File: src/rtl/cpu_sequencer_if.sv
// Instruction/data memory handshake bundle for cpu_sequencer.
// The sequencer raises requests; memories answer with single-cycle acks.
interface cpu_sequencer_if;
  logic imem_req_po;
  logic imem_ack_pi;
  logic dmem_req_po;
  logic dmem_we_po;
  logic dmem_ack_pi;

  modport master (
    output imem_req_po,
    output dmem_req_po,
    output dmem_we_po,
    input  imem_ack_pi,
    input  dmem_ack_pi
  );

  modport slave (
    input  imem_req_po,
    input  dmem_req_po,
    input  dmem_we_po,
    output imem_ack_pi,
    output dmem_ack_pi
  );
endinterface

File: src/rtl/cpu_sequencer.sv
// Multi-cycle control FSM for the 16-bit processor.
// Owns PC and carry/borrow flags; steps each instruction FETCH..WB.
module cpu_sequencer #(
  parameter int PC_WIDTH = 16
) (
  input  logic                clk_pi,
  input  logic                rst_n_pi,
  cpu_sequencer_if.master     mem,
  input  logic                alu_class_pi,
  input  logic                arith_2op_pi,
  input  logic [2:0]          alu_func_pi,
  input  logic                load_pi,
  input  logic                store_pi,
  input  logic                branch_eq_pi,
  input  logic                branch_ge_pi,
  input  logic                branch_le_pi,
  input  logic                branch_carry_pi,
  input  logic                jump_pi,
  input  logic                stc_pi,
  input  logic                stb_pi,
  input  logic                halt_pi,
  input  logic                rst_cmd_pi,
  input  logic [11:0]         immediate_pi,
  input  logic                cmp_eq_pi,
  input  logic                cmp_lt_pi,
  input  logic                alu_carry_pi,
  output logic [PC_WIDTH-1:0] pc_po,
  output logic                ir_load_po,
  output logic                reg_we_po,
  output logic                wb_sel_po,
  output logic                carry_po,
  output logic                borrow_po,
  output logic                halted_po,
  output logic [2:0]          state_po
);

  typedef enum logic [2:0] {
    IDLE   = 3'd0,
    FETCH  = 3'd1,
    DECODE = 3'd2,
    EXEC   = 3'd3,
    MEM    = 3'd4,
    WB     = 3'd5,
    HALT   = 3'd6
  } state_t;

  state_t              state, state_n;
  logic [PC_WIDTH-1:0] pc, pc_n;
  logic                carry, carry_n;
  logic                borrow, borrow_n;

  logic [PC_WIDTH-1:0] pc_inc;
  logic [PC_WIDTH-1:0] br_off;
  logic [PC_WIDTH-1:0] pc_br;
  logic [PC_WIDTH-1:0] jmp_tgt;
  logic                is_branch;
  logic                taken;

  assign pc_inc  = pc + PC_WIDTH'(1);
  assign br_off  = {{(PC_WIDTH-6){immediate_pi[5]}}, immediate_pi[5:0]};
  assign pc_br   = pc_inc + br_off;
  assign jmp_tgt = PC_WIDTH'(immediate_pi);

  assign is_branch = branch_eq_pi | branch_ge_pi
                   | branch_le_pi | branch_carry_pi;

  assign taken = (branch_eq_pi    & cmp_eq_pi)
               | (branch_ge_pi    & ~cmp_lt_pi)
               | (branch_le_pi    & (cmp_lt_pi | cmp_eq_pi))
               | (branch_carry_pi & carry);

  always_ff @(posedge clk_pi or negedge rst_n_pi) begin
    if (!rst_n_pi) begin
      state  <= IDLE;
      pc     <= '0;
      carry  <= 1'b0;
      borrow <= 1'b0;
    end else begin
      state  <= state_n;
      pc     <= pc_n;
      carry  <= carry_n;
      borrow <= borrow_n;
    end
  end

  always_comb begin
    state_n         = state;
    pc_n            = pc;
    carry_n         = carry;
    borrow_n        = borrow;
    mem.imem_req_po = 1'b0;
    mem.dmem_req_po = 1'b0;
    mem.dmem_we_po  = 1'b0;
    ir_load_po      = 1'b0;
    reg_we_po       = 1'b0;
    wb_sel_po       = 1'b0;
    unique case (state)
      IDLE: state_n = FETCH;
      FETCH: begin
        mem.imem_req_po = 1'b1;
        if (mem.imem_ack_pi) begin
          ir_load_po = 1'b1;
          state_n    = DECODE;
        end
      end
      DECODE: state_n = EXEC;
      EXEC: begin
        // One action per instruction, highest priority first.
        if (halt_pi) begin
          state_n = HALT;
        end else if (rst_cmd_pi) begin
          pc_n     = '0;
          carry_n  = 1'b0;
          borrow_n = 1'b0;
          state_n  = FETCH;
        end else if (stc_pi | stb_pi) begin
          carry_n  = carry | stc_pi;
          borrow_n = borrow | stb_pi;
          pc_n     = pc_inc;
          state_n  = FETCH;
        end else if (is_branch) begin
          pc_n    = taken ? pc_br : pc_inc;
          state_n = FETCH;
        end else if (jump_pi) begin
          pc_n    = jmp_tgt;
          state_n = FETCH;
        end else if (load_pi | store_pi) begin
          state_n = MEM;
        end else if (alu_class_pi) begin
          state_n = WB;
          if (arith_2op_pi && alu_func_pi[2:1] == 2'b00)
            carry_n = alu_carry_pi;
          if (arith_2op_pi && alu_func_pi[2:1] == 2'b01)
            borrow_n = alu_carry_pi;
        end else begin
          pc_n    = pc_inc;
          state_n = FETCH;
        end
      end
      MEM: begin
        mem.dmem_req_po = 1'b1;
        mem.dmem_we_po  = store_pi;
        if (mem.dmem_ack_pi) begin
          if (store_pi) begin
            pc_n    = pc_inc;
            state_n = FETCH;
          end else begin
            state_n = WB;
          end
        end
      end
      WB: begin
        reg_we_po = 1'b1;
        wb_sel_po = load_pi;
        pc_n      = pc_inc;
        state_n   = FETCH;
      end
      HALT: state_n = HALT;
      default: state_n = IDLE;
    endcase
  end

  assign pc_po     = pc;
  assign carry_po  = carry;
  assign borrow_po = borrow;
  assign halted_po = (state == HALT);
  assign state_po  = state;

endmodule

File: src/flat_wrapper.sv
// flat-port wrapper written by rule: the top's interface ports become plain ports
module cpu_sequencer_flat 
#(
  parameter int PC_WIDTH = 16
)
  (clk_pi, rst_n_pi, alu_class_pi, arith_2op_pi, alu_func_pi, load_pi, store_pi, branch_eq_pi, branch_ge_pi, branch_le_pi, branch_carry_pi, jump_pi, stc_pi, stb_pi, halt_pi, rst_cmd_pi, immediate_pi, cmp_eq_pi, cmp_lt_pi, alu_carry_pi, pc_po, ir_load_po, reg_we_po, wb_sel_po, carry_po, borrow_po, halted_po, state_po, mem_imem_req_po, mem_dmem_req_po, mem_dmem_we_po, mem_imem_ack_pi, mem_dmem_ack_pi);
  cpu_sequencer_if mem_i ();
  input  logic clk_pi;
  input  logic rst_n_pi;
  input  logic alu_class_pi;
  input  logic arith_2op_pi;
  input  logic [2:0] alu_func_pi;
  input  logic load_pi;
  input  logic store_pi;
  input  logic branch_eq_pi;
  input  logic branch_ge_pi;
  input  logic branch_le_pi;
  input  logic branch_carry_pi;
  input  logic jump_pi;
  input  logic stc_pi;
  input  logic stb_pi;
  input  logic halt_pi;
  input  logic rst_cmd_pi;
  input  logic [11:0] immediate_pi;
  input  logic cmp_eq_pi;
  input  logic cmp_lt_pi;
  input  logic alu_carry_pi;
  output logic [PC_WIDTH-1:0] pc_po;
  output logic ir_load_po;
  output logic reg_we_po;
  output logic wb_sel_po;
  output logic carry_po;
  output logic borrow_po;
  output logic halted_po;
  output logic [2:0] state_po;
  output wire logic [$bits(mem_i.imem_req_po)-1:0] mem_imem_req_po;
  output wire logic [$bits(mem_i.dmem_req_po)-1:0] mem_dmem_req_po;
  output wire logic [$bits(mem_i.dmem_we_po)-1:0] mem_dmem_we_po;
  input wire logic [$bits(mem_i.imem_ack_pi)-1:0] mem_imem_ack_pi;
  input wire logic [$bits(mem_i.dmem_ack_pi)-1:0] mem_dmem_ack_pi;
  assign mem_imem_req_po = mem_i.imem_req_po;
  assign mem_dmem_req_po = mem_i.dmem_req_po;
  assign mem_dmem_we_po = mem_i.dmem_we_po;
  assign mem_i.imem_ack_pi = mem_imem_ack_pi;
  assign mem_i.dmem_ack_pi = mem_dmem_ack_pi;
  cpu_sequencer #(.PC_WIDTH(PC_WIDTH)) u_core (.clk_pi(clk_pi), .rst_n_pi(rst_n_pi), .mem(mem_i), .alu_class_pi(alu_class_pi), .arith_2op_pi(arith_2op_pi), .alu_func_pi(alu_func_pi), .load_pi(load_pi), .store_pi(store_pi), .branch_eq_pi(branch_eq_pi), .branch_ge_pi(branch_ge_pi), .branch_le_pi(branch_le_pi), .branch_carry_pi(branch_carry_pi), .jump_pi(jump_pi), .stc_pi(stc_pi), .stb_pi(stb_pi), .halt_pi(halt_pi), .rst_cmd_pi(rst_cmd_pi), .immediate_pi(immediate_pi), .cmp_eq_pi(cmp_eq_pi), .cmp_lt_pi(cmp_lt_pi), .alu_carry_pi(alu_carry_pi), .pc_po(pc_po), .ir_load_po(ir_load_po), .reg_we_po(reg_we_po), .wb_sel_po(wb_sel_po), .carry_po(carry_po), .borrow_po(borrow_po), .halted_po(halted_po), .state_po(state_po));
endmodule
File: config.mk
export PLATFORM = sky130hd
export DESIGN_NAME = cpu_sequencer_flat
export DESIGN_NICKNAME = d
export VERILOG_FILES = /design/src/rtl/cpu_sequencer_if.sv /design/src/rtl/cpu_sequencer.sv /design/src/flat_wrapper.sv
export SDC_FILE = /design/constraint.sdc
export NUM_CORES = 1
export LEC_CHECK = 0
export CAP_MARGIN = 20
export CELL_PAD_IN_SITES_DETAIL_PLACEMENT = 1
export CELL_PAD_IN_SITES_GLOBAL_PLACEMENT = 1
export CORE_MARGIN = 5
export CORE_UTILIZATION = 30
export CTS_CLUSTER_DIAMETER = 120
export DETAILED_ROUTE_END_ITERATION = 12
export HOLD_SLACK_MARGIN = 0.1
export PLACE_DENSITY = 0.8
export SLEW_MARGIN = 20
export SYNTH_ARGS = -nofsm -noshare
export SYNTH_HDL_FRONTEND = slang
export SYNTH_SLANG_ARGS = --single-unit
File: constraint.sdc
create_clock -name clk_pi -period 6.07 [get_ports clk_pi]
set_input_delay 1.214 -clock clk_pi [delete_from_list [all_inputs] [get_ports clk_pi]]
set_output_delay 1.214 -clock clk_pi [all_outputs]
set_load 0.005 [all_outputs]
; Yosys cells after proc, flatten, opt, wreduce, memory -nomap -nowiden
; Index checks and enable logic that the tools add are counted.
[op_classes]
addsub = 2
n_eq_ne = 16
mux = 43
bitwise = 17
n_reduce_logical = 13
[op_table]
columns = operator, n
row1 = 16-bit 2-to-1 mux, 10
row2 = 16-bit case mux with 3 select lines, 1
row3 = 3-bit 2-to-1 mux, 10
row4 = 1-bit 2-to-1 mux, 21
row5 = 3-bit case mux with 6 select lines, 1
row6 = "16-bit by 1-bit adder with 16-bit output, second input constant", 1
row7 = 16-bit adder, 1
row8 = 7-bit AND reduction, 2
row9 = "6-bit by 4-bit != test with 1-bit output, second input constant", 2
row10 = 3-bit nonzero test, 4
row11 = 1-bit OR, 11
row12 = "3-bit == test, second input constant", 3
row13 = "2-bit != test, second input constant", 4
row14 = "3-bit by 2-bit == test with 1-bit output, second input constant", 2
row15 = 6-bit AND reduction, 1
row16 = 1-bit AND, 4
row17 = "3-bit by 1-bit == test with 1-bit output, second input constant", 1
row18 = 3-bit zero test, 1
row19 = "3-bit by 1-bit != test with 1-bit output, second input constant", 1
row20 = "3-bit by 2-bit != test with 1-bit output, second input constant", 1
row21 = "3-bit != test, second input constant", 1
row22 = "2-bit by 1-bit == test with 1-bit output, second input constant", 1
row23 = 1-bit logical AND, 2
row24 = 2-bit zero test, 1
row25 = 3 further kinds, 4
[word_totals]
reg_bits = 21
inputBits = 35
output_inout_bits = 28
elab_cells = 95

; Depth between registers and ports, before layout
[logic_depth]
word_depth = 11
depth_mapped = 14
ltp_nobuf = 13

; Least setup slack after synthesis
; OpenSTA, ideal clock, no wires.
[synth_timing]
kind = in2reg
from = input immediate_pi[0]
to = register u_core.pc[12], in the netlist u_core.pc_po[12]
setup_time_ns = 0.128
arrival_time_ns = 2.911
required_time_ns = 5.942
path_slack_ns = 3.031
stages = 10
n_path_buf = 0
cell_sequence = ha_1 > inv_1 > fa_1 > nand2b_1 > a21oi_1 > o41a_1 > a31o_2 > a31oi_1 > xor2_1 > o21ai_0
[synth_via]
elab_chain_cells = 7
[synth_rtl]
columns = element, line
row1 = "start, declared", flat_wrapper.sv:24  ; input logic [11:0] immediate_pi;
row2 = 16-bit adder, cpu_sequencer.sv:61  ; assign pc_br = pc_inc + br_off;
row3 = 16-bit 2-to-1 mux, cpu_sequencer.sv:122  ; pc_n = taken ? pc_br : pc_inc;
row4 = 16-bit 2-to-1 mux, cpu_sequencer.sv:121  ; end else if (is_branch) begin
row5 = 16-bit 2-to-1 mux, cpu_sequencer.sv:116  ; end else if (stc_pi | stb_pi) begin
row6 = 16-bit 2-to-1 mux, cpu_sequencer.sv:111  ; end else if (rst_cmd_pi) begin
row7 = 16-bit 2-to-1 mux, cpu_sequencer.sv:109  ; if (halt_pi) begin
row8 = 16-bit case mux with 3 select lines, cpu_sequencer.sv:97  ; unique case (state)
row9 = "end signal, assigned", cpu_sequencer.sv:80  ; pc <= pc_n;
row10 = "end, declared", cpu_sequencer.sv:48  ; logic [PC_WIDTH-1:0] pc, pc_n;
; No other way between the ends. The select of a mux whose other input is x is not followed.
; A chain may end at the register's enable or synchronous reset.

; Worst setup path after layout
[layout_timing]
from = input immediate_pi[5]
to = register u_core.pc[15], in the netlist u_core.pc_po[15]
; The elaborated chain is that of the path after synthesis.

==> results by group <==
Floorplanning
  – Ports: 63
  – Initial Utilization: about 31%
  – # rows: 33
  – Die width: 102 um
  – Total core area: a little over 8000 um^2
  – Die Area: 10500 um^2
  – Die H: 102 um

STA
  – Max Slew Vio Count: 0
  – Final TNS setup: 0 ps
  – Final Skew: roughly 2.2 ps
  – Final hold vios: 0
  – Worst Tran Pin Value: around 1100 ps
  – Final worst path period need: approximately 3900 ps
  – Slew HR: approximately 30%
  – Final setup margin: ~2200 ps
  – RSZ-0062 raised after global routing: no
  – Fmax: between 200 and 300 MHz
  – Final Cycle Share: between 60% and 70%
  – Hold Slack: about 600 ps
  – Setup-failing EPs final: 0

Placed design
  – Dpl cells: between 400 and 500
  – RD Place Congestion: 0.836
  – Dpl ws: about 1800 ps
  – Post-DP HPWL: 7280 um
  – PortBufs: 61
  – Post-place instance area: 3250 um^2

Route
  – Drt wl/cell: between 15 and 20 um
  – Routed wire length: 9200 um
  – DRT antenna net count: 0
  – Via density: slightly below 6
  – DRC Markers: 0
  – Vias: approximately 2.9k
  – Initial DRC Count: 135
  – TritonRoute pass-1 iters: 4

CTS
  – PostCTS Resize Cnt: 0
  – CTS Root Buffer Type: clkbuf_8
  – Setup Fix Bufs, Post-CTS: 0
  – TritonCTS clock tree: built
  – Sink Count: 21
  – H-tree depth: 1
  – Worst-Skew Late Latency: approximately 270 ps
  – Clock transition at path regs: about 90 ps
  – Cts bufs inserted: 3
  – CTS Buffer Depth: 2
  – Hold buffers post-CTS: 0

Synthesis
  – Syn nets: about 390
  – Post-synth EDFFs: 0
  – Share of async-settable or async-resettable flops after synthesis: 100%
  – #FFs+latches synth: 21
  – Post-Synthesis Cells: ~330
  – Post-Syn Area: around 2600 um^2
  – Register area share after synthesis: around 21%
  – Avg Inst Size Synth: 7.74 um^2
  – Warnings from Yosys: 0
  – Top_reg_cell synth: dfrtp_1
  – Synth cell types: 62

Power and ir drop
  – Combinational fraction of design power: between 60 and 70%
  – Pwr dens: slightly above 400 nW/um^2
  – Switching Fraction: roughly 49%
  – Switch Pwr: roughly 0.00066 W
  – Seq pwr share: between 20 and 25%
  – Peak supply drop: between 0.1 and 0.15 mV
  – Internal power: slightly below 0.0007 W
  – Clk pwr share: 7.3%
  – Static leakage: roughly 1.3 nW

Final layout
  – Area growth from synthesis to layout: 28.5%
  – Layout Cells excl Fill: 488
  – Layout cell share with drive strength beyond 1: 5.48%
  – ANT cells: 0
  – Final instance area: 3290 um^2
  – Post-layout net count: between 400 and 500

Global routing
  – Initial antenna violation count: 0
  – Vias in the first global route: 2932
  – First-pass GRT wire length: 14500 um
  – GRT Overall Usage: between 10% and 20%
  – Total grt overflow: 0
  – Largest net degree at the start of global routing: 26

Critical path
  – Max incr delay on CP: 880 ps
  – Worst path cell trace: clkdlybuf4s50_1, ha_1, a21oi_1, nand2_1, o21ai_1, o211a_1, o21ai_0, or4b_1, nand3_1
  – Crit path max fanout: 15
  – Critical Path RT: about 6300 ps
  – WP data arrival: a little over 4000 ps
  – Setup crit end kind: flop
  – Worst path slowest cell: clkdlybuf4s50_1
  – Crit start category: primary input
  – R2R depth: 12
  – CP Class: primary input to flop

Run status
  – Status: completed

Run
  – Max-cap viol count: 0

Min path
  – Hold Path Stages: 1
  – Worst Hold Class: flop to flop
## sequential cells by signal (all words and copies together), names as in the netlist
register / count
u_core.state_po: 3
u_core.pc_po: 16
u_core.borrow_po: 1
u_core.carry_po: 1
## logic make-up after synthesis
| group | Yosys count | share of synthesized area (%) |
|---|---|---|
| flip-flops | 21 | 20.5 |
| AO/OA/AOI/OAI | 115 | 30.8 |
| buffers and inverters | 25 | 3.96 |
| XOR/XNOR | 25 | 8.54 |
| adder cells (fa/ha/maj) | 20 | 10.1 |
| AND/OR/NAND/NOR | 125 | 26.2 |
## layer usage
layer	track usage, %	routed length, um	up-vias
li1	-	-	1350
met1	22.9	4060	1382
met2	29.6	4500	106
met3	1.50	502	14
met4	4.84	136	0
met5	0	0	-
## final timing paths
check	startpoint	to	slack, ps
hold / removal	u_core.borrow_po	u_core.borrow_po	600
setup reg to reg	u_core.pc_po[2]	u_core.pc_po[15]	2590
setup / recovery	immediate_pi[5]	u_core.pc_po[15]	2170
min in group asynchronous	rst_n_pi	u_core.borrow_po	910
hold reg to reg	u_core.borrow_po	u_core.borrow_po	600
max in group asynchronous	rst_n_pi	u_core.pc_po[10]	4810
## stage by stage
stage	total power [W]	utilization (%)
5_1_grt	0.00147	39.9
3_3_place_gp	0.00121	39.4
4_1_cts	0.00136	39.9
2_1_floorplan	0.000899	-
3_5_place_dp	0.00126	39.4
6_report	0.00136	39.9
## area by class of cell
class | instances | area (um^2)
Tap cell | 105 | 131
Fill cell | 1027 | 4960
Multi-Input combinational cell | 285 | 1940
Clock inverter | 1 | 5.00
Inverter | 11 | 41.3
Sequential cell | 21 | 526
Timing Repair Buffer | 62 | 613
Clock buffer | 3 | 41.3
## power by group through the flow
| stage | Clock, W | Combinational (W) | Sequential [W] |
|---|---|---|---|
| after global routing | 0.000107 | 0.00101 | 0.000348 |
| final | 0.0000993 | 0.000925 | 0.000334 |
| after global placement | 0 | 0.000888 | 0.000327 |
| after floorplan | 0 | 0.000618 | 0.000282 |
| after detailed placement | 0 | 0.000923 | 0.000333 |
| after CTS | 0.000101 | 0.000927 | 0.000330 |
## placed cells by master, fill, tap and decap left out, types with 4 or more instances in the layout
master and n:
nor2_1 29, a21oi_1 27, nand3_1 12, xor2_1 14, nand2b_1 8, nand2_1 33
a21o_1 5, and2_1 4, a22oi_1 5, o21ai_0 26, ha_1 19, clkdlybuf4s50_1 60
nor3_1 8, inv_1 11, nand4_1 4, xnor2_1 11, dfrtp_1 21, nor2b_1 4
## Yosys cell counts (all sizes together) (3+ instances only)
| master | number | area share [%] |
|---|---|---|
| inv | 11 | 1.6 |
| a31o | 3 | 1.0 |
| o221a | 3 | 1.3 |
| a211oi | 3 | 0.88 |
| o22ai | 3 | 0.73 |
| nor4 | 5 | 2.4 |
| xor2 | 14 | 4.8 |
| a21o | 6 | 2.1 |
| o211ai | 3 | 0.88 |
| buf | 6 | 1.2 |
| nor3 | 8 | 1.6 |
| ha | 19 | 9.3 |
| a211o | 3 | 1.0 |
| a22oi | 5 | 1.5 |
| a22o | 3 | 1.0 |
| nor2 | 29 | 4.2 |
| nand2 | 33 | 4.8 |
| nor2b | 4 | 0.98 |
| dfrtp | 21 | 21 |
| xnor2 | 11 | 3.8 |
| a21oi | 27 | 5.3 |
| nand2b | 8 | 2.0 |
| a31oi | 3 | 0.73 |
| o32ai | 3 | 1.0 |
| clkbuf | 8 | 1.2 |
| o21ai | 29 | 5.7 |
| and3 | 3 | 0.73 |
| nand4 | 4 | 0.98 |
| and2 | 4 | 0.98 |
| nand3 | 13 | 2.7 |
## critical path: cells and delay by family
kind / cells / cell delay (ps)
AO/OA/AOI/OAI: 4 / 920
buffers and inverters: 1 / 880
AND/OR/NAND/NOR: 3 / 680
adder cells (fa/ha/maj): 1 / 390
Note: power is estimated with default switching activity, not from simulation.
